## config.mk

```make
export PLATFORM = sky130hd
export DESIGN_NAME = spi_master_framer_flat
export DESIGN_NICKNAME = d
export VERILOG_FILES = /design/src/rtl/spi_pkg.sv /design/src/rtl/spi_master_framer_if.sv /design/src/rtl/spi_sclk_tick.sv /design/src/rtl/spi_master_framer.sv /design/src/flat_wrapper.sv
export SDC_FILE = /design/constraint.sdc
export NUM_CORES = 1
export LEC_CHECK = 0
export CAP_MARGIN = 20
export CORE_MARGIN = 2
export CORE_UTILIZATION = 30
export DETAILED_ROUTE_END_ITERATION = 7
export PLACE_DENSITY = 0.49
export SLEW_MARGIN = 20
export SYNTH_ARGS = -nofsm -noshare
export SYNTH_HDL_FRONTEND = slang
export SYNTH_SLANG_ARGS = --single-unit
```

## constraint.sdc

```tcl
create_clock -name clk -period 4.3 [get_ports clk]
set_input_delay 0.645 -clock clk [delete_from_list [all_inputs] [get_ports clk]]
set_output_delay 0.645 -clock clk [all_outputs]
set_load 0.005 [all_outputs]
```

## src/rtl/spi_pkg.sv

```systemverilog
// Shared types and constants for the SPI master framer.
// Holds the FSM state encoding, SPI mode constants and a frame latency helper.
package spi_pkg;

    typedef enum logic [2:0] {
        IDLE,
        SETUP,
        SHIFT,
        GAP,
        HOLD,
        DONE
    } state_e;

    // Mode 0: sclk idles low, data sampled on the rising edge.
    localparam bit CPOL = 1'b0;
    localparam bit CPHA = 1'b0;

    // Cycle index of the done pulse, counting the accepted start as cycle 0.
    function automatic int frame_latency(
        input int dw,
        input int sdw,
        input int hp,
        input bit gap_en
    );
        int lat;
        lat = 1 + hp * (2 * dw + 2);
        if (gap_en) begin
            lat = lat + 2 * hp * (dw / sdw - 1);
        end
        return lat;
    endfunction

endpackage

```

## src/rtl/spi_master_framer_if.sv

```systemverilog
// Host and SPI-link signals of the SPI master framer.
// The master modport is the framer side; slave is the driver/monitor side.
interface spi_master_framer_if #(
    parameter int DATA_WIDTH = 32
);

    logic                  start;
    logic [DATA_WIDTH-1:0] data_in;
    logic [DATA_WIDTH-1:0] data_out;
    logic                  busy;
    logic                  done;
    logic                  cs_n;
    logic                  sclk;
    logic                  mosi;
    logic                  miso;

    modport master (
        input  start,
        input  data_in,
        input  miso,
        output data_out,
        output busy,
        output done,
        output cs_n,
        output sclk,
        output mosi
    );

    modport slave (
        output start,
        output data_in,
        output miso,
        input  data_out,
        input  busy,
        input  done,
        input  cs_n,
        input  sclk,
        input  mosi
    );

endinterface

```

## src/rtl/spi_sclk_tick.sv

```systemverilog
// Half-period timer for the SPI clock.
// Pulses tick_o on the last cycle of each half period; first_o marks its first.
module spi_sclk_tick #(
    parameter int SCLK_HALF_PERIOD = 4
) (
    input  logic clk,
    input  logic rst,
    input  logic en_i,
    input  logic clr_i,
    output logic tick_o,
    output logic first_o
);

    localparam int W = (SCLK_HALF_PERIOD > 1) ? $clog2(SCLK_HALF_PERIOD) : 1;
    localparam logic [W-1:0] LAST = W'(SCLK_HALF_PERIOD - 1);

    logic [W-1:0] cnt_q;
    logic [W-1:0] cnt_d;
    logic         wrap;

    assign wrap    = (cnt_q == LAST);
    assign tick_o  = en_i && wrap;
    assign first_o = (cnt_q == '0);

    // Next count: hold when disabled, restart on clear or at the half-period end.
    always_comb begin
        cnt_d = cnt_q;
        if (clr_i) begin
            cnt_d = '0;
        end else if (en_i) begin
            cnt_d = wrap ? '0 : cnt_q + W'(1);
        end
    end

    // Counter register.
    always_ff @(posedge clk or negedge rst) begin
        if (!rst) begin
            cnt_q <= '0;
        end else begin
            cnt_q <= cnt_d;
        end
    end

endmodule

```

## src/rtl/spi_master_framer.sv

```systemverilog
// Mode-0 SPI master moving one DATA_WIDTH word per chip-select frame.
// Define SPI_MASTER_BYTE_GAP_EN to idle sclk for 2 half periods between bytes.
module spi_master_framer
    import spi_pkg::*;
#(
    parameter int DATA_WIDTH       = 32,
    parameter int SPI_DATA_WIDTH   = 8,
    parameter int SCLK_HALF_PERIOD = 4
) (
    input logic                 clk,
    input logic                 rst,
    spi_master_framer_if.master bus
);

    localparam int BW = (DATA_WIDTH > 1) ? $clog2(DATA_WIDTH) : 1;
    localparam logic [BW-1:0] LAST_BIT = BW'(DATA_WIDTH - 1);

`ifdef SPI_MASTER_BYTE_GAP_EN
    localparam bit GAP_EN = 1'b1;
`else
    localparam bit GAP_EN = 1'b0;
`endif

    state_e                state_q, state_d;
    logic [DATA_WIDTH-1:0] tx_q, tx_d;
    logic [DATA_WIDTH-1:0] rx_q, rx_d;
    logic [DATA_WIDTH-1:0] dout_q, dout_d;
    logic [BW-1:0]         bit_q, bit_d;
    logic                  high_q, high_d;
    logic                  gap2_q, gap2_d;
    logic                  cs_n_q, cs_n_d;
    logic                  sclk_q, sclk_d;
    logic                  mosi_q, mosi_d;
    logic                  done_q, done_d;

    logic tick_en;
    logic tick;
    logic first;
    logic byte_end;

    assign tick_en = (state_q != IDLE) && (state_q != DONE);

    spi_sclk_tick #(
        .SCLK_HALF_PERIOD(SCLK_HALF_PERIOD)
    ) u_tick (
        .clk    (clk),
        .rst    (rst),
        .en_i   (tick_en),
        .clr_i  (!tick_en),
        .tick_o (tick),
        .first_o(first)
    );

    assign byte_end =
        ((32'(bit_q) + 32'd1) % 32'(SPI_DATA_WIDTH)) == 32'd0;

    // Frame sequencing, shift registers and registered pin values.
    always_comb begin
        state_d = state_q;
        tx_d    = tx_q;
        rx_d    = rx_q;
        dout_d  = dout_q;
        bit_d   = bit_q;
        high_d  = high_q;
        gap2_d  = gap2_q;
        cs_n_d  = cs_n_q;
        sclk_d  = sclk_q;
        mosi_d  = mosi_q;
        done_d  = 1'b0;
        unique case (state_q)
            IDLE: begin
                if (bus.start) begin
                    state_d = SETUP;
                    tx_d    = bus.data_in;
                    rx_d    = '0;
                    bit_d   = '0;
                    high_d  = 1'b0;
                    gap2_d  = 1'b0;
                    cs_n_d  = 1'b0;
                    sclk_d  = CPOL;
                    mosi_d  = bus.data_in[DATA_WIDTH-1];
                end
            end
            SETUP: begin
                if (tick) begin
                    state_d = SHIFT;
                    high_d  = 1'b1;
                    sclk_d  = ~CPOL;
                end
            end
            SHIFT: begin
                if (high_q) begin
                    if (first) begin
                        rx_d = {rx_q[DATA_WIDTH-2:0], bus.miso};
                    end
                    if (tick) begin
                        high_d = 1'b0;
                        sclk_d = CPOL;
                        // The final bit stays on mosi through HOLD.
                        if (bit_q != LAST_BIT) begin
                            tx_d   = tx_q << 1;
                            mosi_d = tx_q[DATA_WIDTH-2];
                        end
                    end
                end else if (tick) begin
                    if (bit_q == LAST_BIT) begin
                        state_d = HOLD;
                    end else begin
                        bit_d = bit_q + BW'(1);
                        if (GAP_EN && byte_end) begin
                            state_d = GAP;
                            gap2_d  = 1'b0;
                        end else begin
                            high_d = 1'b1;
                            sclk_d = ~CPOL;
                        end
                    end
                end
            end
            GAP: begin
                if (tick) begin
                    if (gap2_q) begin
                        state_d = SHIFT;
                        gap2_d  = 1'b0;
                        high_d  = 1'b1;
                        sclk_d  = ~CPOL;
                    end else begin
                        gap2_d = 1'b1;
                    end
                end
            end
            HOLD: begin
                if (tick) begin
                    state_d = DONE;
                    cs_n_d  = 1'b1;
                    done_d  = 1'b1;
                    dout_d  = rx_q;
                    mosi_d  = 1'b0;
                end
            end
            DONE: begin
                state_d = IDLE;
            end
            default: begin
                state_d = IDLE;
                cs_n_d  = 1'b1;
                sclk_d  = CPOL;
            end
        endcase
    end

    // State and datapath registers; reset aborts any frame at once.
    always_ff @(posedge clk or negedge rst) begin
        if (!rst) begin
            state_q <= IDLE;
            tx_q    <= '0;
            rx_q    <= '0;
            dout_q  <= '0;
            bit_q   <= '0;
            high_q  <= 1'b0;
            gap2_q  <= 1'b0;
            cs_n_q  <= 1'b1;
            sclk_q  <= CPOL;
            mosi_q  <= 1'b0;
            done_q  <= 1'b0;
        end else begin
            state_q <= state_d;
            tx_q    <= tx_d;
            rx_q    <= rx_d;
            dout_q  <= dout_d;
            bit_q   <= bit_d;
            high_q  <= high_d;
            gap2_q  <= gap2_d;
            cs_n_q  <= cs_n_d;
            sclk_q  <= sclk_d;
            mosi_q  <= mosi_d;
            done_q  <= done_d;
        end
    end

    assign bus.busy     = (state_q != IDLE);
    assign bus.done     = done_q;
    assign bus.data_out = dout_q;
    assign bus.cs_n     = cs_n_q;
    assign bus.sclk     = sclk_q;
    assign bus.mosi     = mosi_q;

endmodule

```

## src/flat_wrapper.sv

```systemverilog
// flat-port wrapper written by rule: the top's interface ports become plain ports
module spi_master_framer_flat import spi_pkg::*;
#(
    parameter int DATA_WIDTH       = 32,
    parameter int SPI_DATA_WIDTH   = 8,
    parameter int SCLK_HALF_PERIOD = 4
)
  (clk, rst, bus_start, bus_data_in, bus_miso, bus_data_out, bus_busy, bus_done, bus_cs_n, bus_sclk, bus_mosi);
  spi_master_framer_if #(.DATA_WIDTH(DATA_WIDTH)) bus_i ();
  input logic clk;
  input logic rst;
  input wire logic [$bits(bus_i.start)-1:0] bus_start;
  input wire logic [$bits(bus_i.data_in)-1:0] bus_data_in;
  input wire logic [$bits(bus_i.miso)-1:0] bus_miso;
  output wire logic [$bits(bus_i.data_out)-1:0] bus_data_out;
  output wire logic [$bits(bus_i.busy)-1:0] bus_busy;
  output wire logic [$bits(bus_i.done)-1:0] bus_done;
  output wire logic [$bits(bus_i.cs_n)-1:0] bus_cs_n;
  output wire logic [$bits(bus_i.sclk)-1:0] bus_sclk;
  output wire logic [$bits(bus_i.mosi)-1:0] bus_mosi;
  assign bus_i.start = bus_start;
  assign bus_i.data_in = bus_data_in;
  assign bus_i.miso = bus_miso;
  assign bus_data_out = bus_i.data_out;
  assign bus_busy = bus_i.busy;
  assign bus_done = bus_i.done;
  assign bus_cs_n = bus_i.cs_n;
  assign bus_sclk = bus_i.sclk;
  assign bus_mosi = bus_i.mosi;
  spi_master_framer #(.DATA_WIDTH(DATA_WIDTH), .SPI_DATA_WIDTH(SPI_DATA_WIDTH), .SCLK_HALF_PERIOD(SCLK_HALF_PERIOD)) u_core (.clk(clk), .rst(rst), .bus(bus_i));
endmodule
```

Word level (Yosys, flattened, before mapping) --
Index checks and enable logic that the tools add are counted.
Operators by class: $mul 0, bitwise logic cells 2, reduce and logical (&&, ||, !) cells 21, divide/modulo/power cells 0, eq/ne operators 22, $lt $le $gt $ge 0, mux-type cells 50, shift operators 0, add/subtract/negate cells 2
Operator list (count):
- $mux 31 | 4
- $mux 32 | 3
- $pmux 32 s2 | 1
- $pmux 31 s2 | 1
- $mux 3 | 8
- $mux 1 | 20
- $mux 5 | 4
- $ne 2x1->1 const B | 9
- $pmux 3 s5 | 1
- $reduce_and 5->1 | 3
- $pmux 5 s2 | 1
- $reduce_and 8->1 | 1
- $reduce_and 7->1 | 1
- $eq 3x2->1 const B | 2
- $eq 3x3->1 const B | 2
- $ne 2x2->1 const B | 3
- $pmux 1 s3 | 2
- $reduce_and 3->1 | 2
- $reduce_and 6->1 | 1
- $reduce_bool 3->1 | 2
- $add 5x1->5 const B | 1
- $eq 5x5->1 const B | 1
- $ne 5x5->1 const B | 1
- $pmux 1 s5 | 1
- 18 further kinds | 22
Word-level totals: bits in latches 0, memories kept 0, input bits 36, output and inout bits 37, memory bits (writable) 0, bits in read-only memories 0, word-level logic and storage cells 109, bits in registers 111

Depth between registers and ports, before layout --
Gate-level depths: netlist of run 1.
depth after elaboration 6, mapped depth 9

Hierarchy --
From an unflattened synthesis of run 1, not the netlist that was laid out.
Second synthesis, totals: cells, all modules 484, area total of the unflattened synthesis 4827.1 µm²
Modules (own cells, without submodules):
- spi_master_framer | cells each 473, area each 4705.8 µm², instances 1
- spi_sclk_tick | cells each 11, area each 121.4 µm², instances 1

Worst setup path before layout of run 1 --
OpenSTA, ideal clock, no wires.
path kind register to register, from register u_core.bit_q[0], to register u_core.bit_q[3], setup time 83 ps, clock period less this slack 2042 ps, data arrival time 1959 ps, stages on the path, launching flop included 7, path slack 2258 ps, data required time 4217 ps, path through dfrtp_1 ha_1 and3_1 ha_1 or4b_2 or3_1 o21ai_0
Between the ends: cells in the longest elaborated chain, start to end 5, elaborated cells on any way between the ends 8, those cells by class add/sub (1); eq/ne (2); mux (4); reduce/logical (1)
RTL lines:
- from (decl) | line spi_master_framer.sv:28 | logic [BW-1:0] bit_q, bit_d;
- from (signal assigned) | line spi_master_framer.sv:171 | bit_q <= bit_d;
- $add 5x1->5 | line spi_master_framer.sv:109 | bit_d = bit_q + BW'(1);
- $mux 5 | line spi_master_framer.sv:106 | if (bit_q == LAST_BIT) begin
- $mux 5 | line spi_master_framer.sv:105 | end else if (tick) begin
- $mux 5 | line spi_master_framer.sv:92 | if (high_q) begin
- $pmux 5 s2 | line spi_master_framer.sv:70 | unique case (state_q)
Several ways; a longest one is shown, not always the timed one. The select of a mux whose other input is x is not followed. A chain may end at the register's enable or synchronous reset.

Final worst setup path of run 1 --
from register u_core.state_q[2], to register u_core.tx_q[1]
Between the ends: cells in the longest elaborated chain, start to end 5, elaborated cells on any way between the ends 13, those cells by class eq/ne (6); mux (1); reduce/logical (6)
RTL lines:
- from (decl) | line spi_master_framer.sv:24 | state_e state_q, state_d;
- from (signal assigned) | line spi_master_framer.sv:167 | state_q <= state_d;
- $ne 3x3->1 / $reduce_bool 3->1 (equally long branches) | line spi_master_framer.sv:41 | assign tick_en = (state_q != IDLE) && (state_q != DONE);
- $logic_and 1x1->1 | line spi_master_framer.sv:41
- $logic_and 1x1->1 | line spi_sclk_tick.sv:22 | assign tick_o = en_i && wrap;
- $ne 2x1->1 (no source line)
- $reduce_and 5->1 (no source line)
- to (signal assigned) | line spi_master_framer.sv:168 | tx_q <= tx_d;
- to (decl) | line spi_master_framer.sv:25 | logic [DATA_WIDTH-1:0] tx_q, tx_d;
Several ways; a longest one is shown, not always the timed one.

==> results.cfg, run 1 <==
[run_status]
outcome = complete, no violations

[layout]
n_antenna_cell = 0
area_growth_pct = 24.3
nets = 580
design_area_um2 = 6000
finalNonFillerCells = 761
drive_above_1_share = 0.119

[routing]
ant_nets = 0
viasPerCell = 4.62
drt_iter0_markers = 183
wl_um = 9800
num_vias = 3516
wl_per_cell_um = 12.9
first_pass_iters = 6
drc = 0

[clock_network]
holdBufCountCts = 0
cts_resized = 0
cts_tree = done
htree_levels = 3
cts_setup_buffers = 0
clkSinkCount = 111
clockRootBuffer = clkbuf_16
clkLatencyLatePin_ps = 350
cts_buffer_depth = 2
cts.reportedPaths.clkPinSlew_ps = 80
cts_buffers = 9

[timing]
worstMarginPinSlew_ps = 941
slew_viol_final = 0
fin_tns_setup_ps = 0
min_period_ps = 2640
slew_headroom = 0.371
fmax_mhz = 379
skew_ps = 11.0
hold_viol_final = 0
rsz0062_at_grt = false
finalSetupViolations = 0
period_share = 0.614

[worst_setup_path]
cp_common_cell = buf_4
crit_path_end_kind = flop
critPathKind = flop to flop
cp_data_arrival_time_ps = 2910
cp_max_fo = 37
reg2reg_slack_ps = 1660
slowest_stage = dfrtp_1
slowest_delay_ps = 730
critical-path-top-delay-family = compound AO/OA/AOI/OAI gates
worst-path-buf-inv = 2
cp.required_ps = 4570
path_cells = or3b_1, buf_4, o221a_2, buf_4, nor2_1, a31oi_1
startpoint_type = flop

[floorplan]
initial_core_util = 0.305
die_area_um2 = 17100
num_rows = 46
chipWidth_um = 131
ios = 73
die_h_um = 131
core_um2 = 15800

[synth]
synth_common_cells = nand2_1 (131), dfrtp_1 (110), nor2_1 (38), o21ai_0 (38), mux2_2 (34)
yosys_warnings = 0
synthArstFlopShare = 1.00
synth_edf_count = 0
yosys.cell_types.count = 43
yosysTopAreaCell = dfrtp_1
yosys_most_used_dff = dfrtp_1
synth_top_area_share = 0.571
postSynthAreaPerCell_um2 = 9.95
synth_area_um2 = 4820
syn_nets = 525
synth_seq_cells = 111
synth.most_common_cell = nand2_1
syn_inst = 485
ys_top_cells_by_area = dfrtp_1 (57%), nand2_1 (10%), mux2_2 (7.9%), o21ai_0 (3.9%), a31oi_1 (3.9%)
synth_seq_area_share = 0.576

[placed_design]
post-dp-hpwl_um = 6540
place_area_um2 = 5690
place_inst = 745
io_buffers = 72
place.gp.congestion = 0.726

[pwr]
p_per_area_nw_per_um2 = 595
ir_drop_mv = 0.233
p_leak_nw = 2.60
total_power_mw = 3.57

[global_route]
overflow = 0
grtUsageTotal = 0.123
grt_start_max_net_pins = 40
grt_pass1_vias = 3373
grt_pass1_wl_um = 16800
antenna_found_initial = 0

[run]
cap_violations = 0

[min_path]
hp-class = primary input to asynchronous set/reset pin
[final cells by class]
class,count,area (um2)
flip-flops and latches,111,2780
clock buffers,9,225
well taps,216,270
clock inverters,7,81.3
multi-input cells,331,1840
fillers,1554,9830
inverters,9,33.8
repair buffers,78,763
[where the power goes]
group | internal, mW | switching (mW) | total (mW)
Combinational | 0.463 | 0.814 | 1.28
Sequential | 1.26 | 0.161 | 1.43
Clock | 0.463 | 0.405 | 0.868
Total | 2.19 | 1.38 | 3.57
[final timing paths]
kind	from	to	depth (start not counted)
max in group asynchronous	rst	u_core.u_tick.cnt_q[0]	2
max	u_core.state_q[2]	u_core.tx_q[1]	6
max reg2reg	u_core.state_q[2]	u_core.tx_q[1]	6
min	rst	u_core.rx_q[3]	1
min reg2reg	u_core.u_tick.cnt_q[0]	u_core.u_tick.cnt_q[0]	1
min in group clk	u_core.u_tick.cnt_q[0]	u_core.u_tick.cnt_q[0]	1
[layer usage]
layer  share of wire  GRT usage  vias to the layer above
met5               0          0                        -
met4           0.016     0.0451                        0
met3           0.038     0.0257                       13
met2            0.44      0.187                       77
met1            0.51      0.174                     1682
li1                -          -                     1744
[cells by family after synthesis]
family | Yosys count | share of synthesized area
and+or+nand+nor | 197 | 0.169
DFF | 111 | 0.576
AOI/OAI and AO/OA | 95 | 0.118
buffers and inverters | 43 | 0.0457
muxes | 35 | 0.0815
adders and majority gates | 4 | 0.0104
[flip-flops by register name, summed over array words and instances (netlist names)]
signal               cells
u_core.bit_q             5
u_core.bus.cs_n          1
u_core.bus.data_out     32
u_core.bus.done          1
u_core.bus.mosi          1
u_core.bus.sclk          1
u_core.gap2_q            1
u_core.high_q            1
u_core.rx_q             32
u_core.state_q           3
u_core.tx_q             31
u_core.u_tick.cnt_q      2
[worst register-to-register path: stages, from the launching register on]
cell and delay [ps]:
dfrtp_1 730, or3b_1 210, buf_4 320, o221a_2 710, buf_4 380, nor2_1 80, a31oi_1 140
[layout by cell type (no fill, tap or decap), types with 3 or more instances in the layout]
| cell | Yosys | routed |
|---|---|---|
| clkdlybuf4s50_1 | 0 | 71 |
| ha_1 | 4 | 4 |
| nor3_1 | 3 | 3 |
| clkbuf_16 | 0 | 9 |
| mux2_2 | 34 | 34 |
| inv_6 | 0 | 5 |
| nor2b_1 | 6 | 6 |
| a21oi_1 | 9 | 9 |
| nor2_1 | 38 | 37 |
| dfrtp_1 | 110 | 110 |
| buf_4 | 1 | 7 |
| inv_1 | 9 | 9 |
| nand2_1 | 131 | 131 |
| o21ai_0 | 38 | 38 |
| a31oi_1 | 30 | 30 |
[through the flow]
step                hold WS (ps)  utilization  setup WS, ps
floorplan                    349            -          2260
global placement             455        0.360          1430
detailed placement           473        0.360          1360
CTS                          253        0.379          1630
global route                 284        0.379          1370
finish                       241        0.379          1660
Power figures use the tool's default switching activity.
==> run 2: changes to the inputs <==
- clock period: 4.3 -> 2.5 ns (I/O delays scaled with it)
==> run 2 against run 1 <==
- global-route usage barely moved
- non-clock buffer count rose by 7
- critical path depth did not move
- sequential share of layout area fell by 0.85 points
- maximum frequency rose by 21%
- design area rose by 1.9%
- via count rose by 0.57%
- routed wire length fell by 1.2%
- critical path type unchanged
- largest power group unchanged
==> results.cfg, run 2 (synthesized netlist as in run 1, its figures left out) <==
[global_route]
overflow = 0
antenna_found_initial = 0
grt_pass1_vias = 3446
grt_pass1_wl_um = 16800
grtUsageTotal = 0.123
grt_start_max_net_pins = 63

[worst_setup_path]
slowest_delay_ps = 630
crit_path_end_kind = flop
slowest_stage = or4b_2
path_cells = ha_1, and3_1, ha_1, or4b_2, nor2_1, mux2_2
cp_common_cell = ha_1
startpoint_type = flop
ff2ff_path_depth = 6
critPathKind = flop to flop
rr_endpoint = u_core.bit_q[0]
cp_data_arrival_time_ps = 2460
cp.required_ps = 2780
reg2reg_slack_ps = 320
crit_start = u_core.bit_q[0]
cp_max_fo = 5
timing.rr.start = u_core.bit_q[0]

[routing]
wl_per_cell_um = 12.7
ant_nets = 0
wl_um = 9690
num_vias = 3536
drt_iter0_markers = 194
viasPerCell = 4.62
first_pass_iters = 4
drc = 0

[min_path]
hold_depth = 1
hp-class = flop to flop
min_from = u_core.u_tick.cnt_q[0]
hold_end = u_core.u_tick.cnt_q[0]

[pwr]
p_per_area_nw_per_um2 = 1030
total_power_mw = 6.29
clock_power_share = 0.237
p_leak_nw = 2.65
switching_share = 0.367
pwr-share-seq = 0.387
switchingPower_mw = 2.31
ir_drop_mv = 0.511
internal-power_mw = 3.98
combinationalPowerShare = 0.376

[layout]
multiInputGateArea_um2 = 1840
n_fill_cell = 1563
final_common_cell = nand2_1
area_growth_pct = 26.7
n_antenna_cell = 0
nets = 587
regArea_um2 = 2780
design_area_um2 = 6110
drive_above_1_share = 0.122
mostFrequentLayoutCells = nand2_1 (131), dfrtp_1 (110), clkdlybuf4s50_1 (71)
finalNonFillerCells = 766

[run]
cap_violations = 0

[timing]
hold_viol_final = 0
slew_viol_final = 0
fin_tns_setup_ps = 0
fmax_mhz = 460
rsz0062_at_grt = false
period_share = 0.870
finalSetupViolations = 0
fin_ws_ps = 324
worstMarginPinSlew_ps = 553
min_period_ps = 2180
slew_headroom = 0.631
skew_ps = 5.23

[floorplan]
chipWidth_um = 131
num_rows = 46
core_um2 = 15800
ios = 73
die_area_um2 = 17100
die_h_um = 131
initial_core_util = 0.305

[clock_network]
cts_buffer_depth = 2
htree_levels = 3
clockRootBuffer = clkbuf_16
cts_setup_buffers = 0
cts_tree = done
cts_buffers = 9
clkLatencyLatePin_ps = 340
clkSinkCount = 111
cts.reportedPaths.clkPinSlew_ps = 70

[placed_design]
place.gp.congestion = 0.794
post-place-ws_ps = 337
post-dp-hpwl_um = 6500
io_buffers = 72
place_area_um2 = 5800
place_inst = 751

[run_status]
outcome = complete, no violations
==> run 2: layout make-up <==
type,instances,area share
timing repair buffer,85,0.144
tap,216,0.0442
inverter,9,0.00553
sequential,111,0.455
clock inverter,3,0.0113
clock buffer,11,0.0381
multi-input combinational,331,0.302
==> run 2: worst max-delay path by stage <==
stage / endpoint / slack, ps / cells past startpoint
6_report: u_core.bit_q[0] / 320 / 6
2_1_floorplan: u_core.bit_q[3] / 460 / 6
3_3_place_gp: u_core.bit_q[3] / 400 / 6
3_5_place_dp: u_core.bit_q[0] / 340 / 6
5_1_grt: u_core.bit_q[2] / 170 / 7
4_1_cts: bus_busy / 310 / 2
==> run 2: critical path: cells and delay by family, from the launching register on <==
family | cells | cell delay, ps
AND/OR/NAND/NOR | 3 | 1060
adder cells (fa/ha/maj) | 2 | 460
flip-flops | 1 | 400
multiplexers | 1 | 200
==> run 2: layer usage <==
metal	global-route usage	wire [um]	vias up
li1	-	-	1773
met1	0.169	4800	1667
met3	0.0273	388	13
met4	0.0501	167	0
met5	0	0	-
met2	0.190	4330	83
==> run 2: through the flow <==
stage               utilization  hold slack (ps)
finish                    0.386              476
global route              0.386              497
CTS                       0.386              488
detailed placement        0.366              345
global placement          0.366              340
floorplan                     -             79.4
==> run 2: timing repair <==
item | 4_1_cts | 5_1_grt
resized for setup | 0 | 0
hold buffers | 1 | 0
endpoints found under the hold margin | 27 | 0
==> run 2: power by group through the flow <==
stage	clock network, mW	registers, mW	logic, mW
after floorplan	0	2.37	1.94
after global placement	0	2.45	2.35
after detailed placement	0	2.47	2.40
after CTS	1.55	2.44	2.41
after global routing	1.61	2.49	2.72
final	1.49	2.44	2.37
==> run 3: changes to the inputs <==
- ABC_AREA: unset -> 1
==> run 3 against run 2 <==
- clock skew is 3.0 ps higher
- maximum frequency is 3.0% higher
- largest cell class unchanged
- die area is 7.0% higher
- highest routed layer unchanged
- clock-buffer cell count is 1 lower
- utilization is 1.5 points lower
- largest power group is now combinational logic
- sequential share of layout area is 1.6 points lower
- routed wire length is 12% higher
- critical endpoint is now u_core.tx_q[25]
- cell count is 21% higher
- clock power is 3% lower
- critical path type unchanged
- register-to-register slack better by 60 ps
- hold slack worse by 28 ps
==> results.cfg, run 3 <==
[timing]
period_share = 0.845
slew_viol_final = 0
fin_tns_setup_ps = 0
min_period_ps = 2110
fmax_mhz = 473
rsz0062_at_grt = false
hold_viol_final = 0
finalSetupViolations = 0
worstMarginPinSlew_ps = 540
skew_ps = 8.22
slew_headroom = 0.640

[layout]
n_fill_cell = 1758
mostFrequentLayoutCells = nand2_1 (381), dfrtp_1 (110), clkdlybuf4s50_1 (71)
area_growth_pct = 22.4
drive_above_1_share = 0.0970
n_antenna_cell = 0
final_common_cell = nand2_1
nets = 737

[synth]
ys_top_cells_by_area = dfrtp_1 (53%), nand2_1 (28%), o21ai_2 (5.4%), buf_2 (2.0%), buf_6 (2.0%)
yosys_warnings = 0
syn_inst = 638
synth_top_area_share = 0.532
synth_area_um2 = 5170
synth_seq_area_share = 0.537
syn_nets = 678
yosys.cell_types.count = 32
yosys_most_used_dff = dfrtp_1
synth_edf_count = 0
synth.most_common_cell = nand2_1
synth_seq_cells = 111
synth_common_cells = nand2_1 (381), dfrtp_1 (110), o21ai_2 (32), buf_2 (21)
synthArstFlopShare = 1.00
postSynthAreaPerCell_um2 = 8.11
yosysTopAreaCell = dfrtp_1

[floorplan]
core_um2 = 17100
num_rows = 48
ios = 73
initial_core_util = 0.303
die_h_um = 135
die_area_um2 = 18300
chipWidth_um = 135

[global_route]
grt_pass1_wl_um = 18700
grt_start_max_net_pins = 60
grt_pass1_vias = 3852
overflow = 0
grtUsageTotal = 0.128
met3_usage = 0.0284
met2_usage = 0.197
antenna_found_initial = 0
grtUsageMet1 = 0.175
top_usage_layer = met2

[routing]
drc = 0
wl_um = 10900
viasPerCell = 4.40
wl_per_cell_um = 11.7
num_vias = 4075
ant_nets = 0
first_pass_iters = 4
drt_iter0_markers = 261

[pwr]
p_leak_nw = 3.18
ir_drop_mv = 0.533
p_per_area_nw_per_um2 = 996
total_power_mw = 6.31

[clock_network]
holdBufCountCts = 1
clockRootBuffer = clkbuf_16
clkSinkCount = 111
cts_resized = 0
cts_buffers = 9
cts.reportedPaths.clkPinSlew_ps = 70
cts_tree = done
cts_buffer_depth = 2
clkLatencyLatePin_ps = 360
htree_levels = 3
cts_setup_buffers = 0

[worst_setup_path]
crit_path_end_kind = flop
path_cells = ha_1, and3_1, ha_1, o31ai_1, nand2_2, inv_2, nand2_1, nand2_1
startpoint_type = flop
slowest_stage = dfrtp_1
slowest_delay_ps = 410
critPathKind = flop to flop
cp_max_fo = 30
cp.required_ps = 2800
cp_data_arrival_time_ps = 2410

[placed_design]
place.gp.congestion = 0.842
io_buffers = 72
post-dp-hpwl_um = 7080

[run_status]
outcome = complete, no violations

[run]
cap_violations = 0

[min_path]
hp-class = primary input to asynchronous set/reset pin
[run 3: changes by cell type in the layout (fill, tap and decap cells not counted), sizes merged, moves of 3 or more]
cell	previous run	this run
a21oi	9	6
a31oi	30	1
buf	13	9
inv	10	18
mux2	34	0
nand2	131	384
nand3	2	12
nor2	38	15
nor2b	6	0
o21ai	40	43
[run 3: path summary, 6_finish.rpt]
path	startpoint	endpoint	slack, ps	cells past startpoint
min in group clk	u_core.bus.data_out[2]	u_core.bus.data_out[2]	470	2
worst max register to register	u_core.bit_q[0]	u_core.tx_q[25]	390	8
worst min-delay path	rst	u_core.bus.data_out[3]	450	2
max in group asynchronous	rst	u_core.bus.data_out[25]	1350	3
worst max-delay path	u_core.bit_q[0]	u_core.tx_q[25]	390	8
worst min register to register	u_core.bus.data_out[2]	u_core.bus.data_out[2]	470	2
[run 3: kinds of logic (layout without fill, tap and decap cells)]
| logic type | Yosys count | in the layout | share of synthesized area |
|---|---|---|---|
| adders and majority gates | 4 | 4 | 0.00967 |
| DFF | 111 | 111 | 0.537 |
| AOI/OAI and AO/OA | 53 | 53 | 0.0762 |
| buffers and inverters | 50 | 113 | 0.0563 |
| xor gates and xnor gates | 2 | 2 | 0.00339 |
| and+or+nand+nor | 418 | 418 | 0.317 |
[run 3: per-stage QoR]
| stage | utilization | hold WS (ps) | instance area [um2] | cells | setup WS, ps |
|---|---|---|---|---|---|
| detailed placement | 0.354 | 279 | 6030 | 910 | 396 |
| CTS | 0.371 | 444 | 6330 | 926 | 376 |
| floorplan | - | 79.4 | 5170 | 638 | 734 |
| finish | 0.371 | 448 | 6330 | 926 | 388 |
| global placement | 0.354 | 279 | 6030 | 910 | 416 |
| global route | 0.371 | 477 | 6330 | 926 | 150 |
[run 3: layout make-up]
type	instances	area, um2	share of cell area
repair buffers	81	813	0.128
inverters	17	66.3	0.0105
multi-input cells	477	2100	0.332
flip-flops and latches	111	2780	0.439
clock inverters	5	58.8	0.00929
well taps	225	282	0.0445
clock buffers	10	229	0.0362
[run 3: worst max-delay path, delay by kind of cell (launching register included)]
family	cells	cell delay, ps
adder cells (fa/ha/maj)	2	450
AND/OR/NAND/NOR	4	480
buffers and inverters	1	400
AO/OA/AOI/OAI	1	290
flip-flops	1	410
[run 3: metal layers]
metal,routed length (um),share of wire
met3,461,0.042
met2,4670,0.43
met5,0,0
met1,5550,0.51
met4,196,0.018
[run 3: power breakdown]
group          internal [mW]  total (mW)  leakage, nW  switching (mW)
Combinational          0.771        2.45         1.56            1.68
Clock                  0.774        1.44        0.135           0.662
Sequential              2.17        2.42         1.49           0.258
Total                   3.71        6.31         3.18            2.60
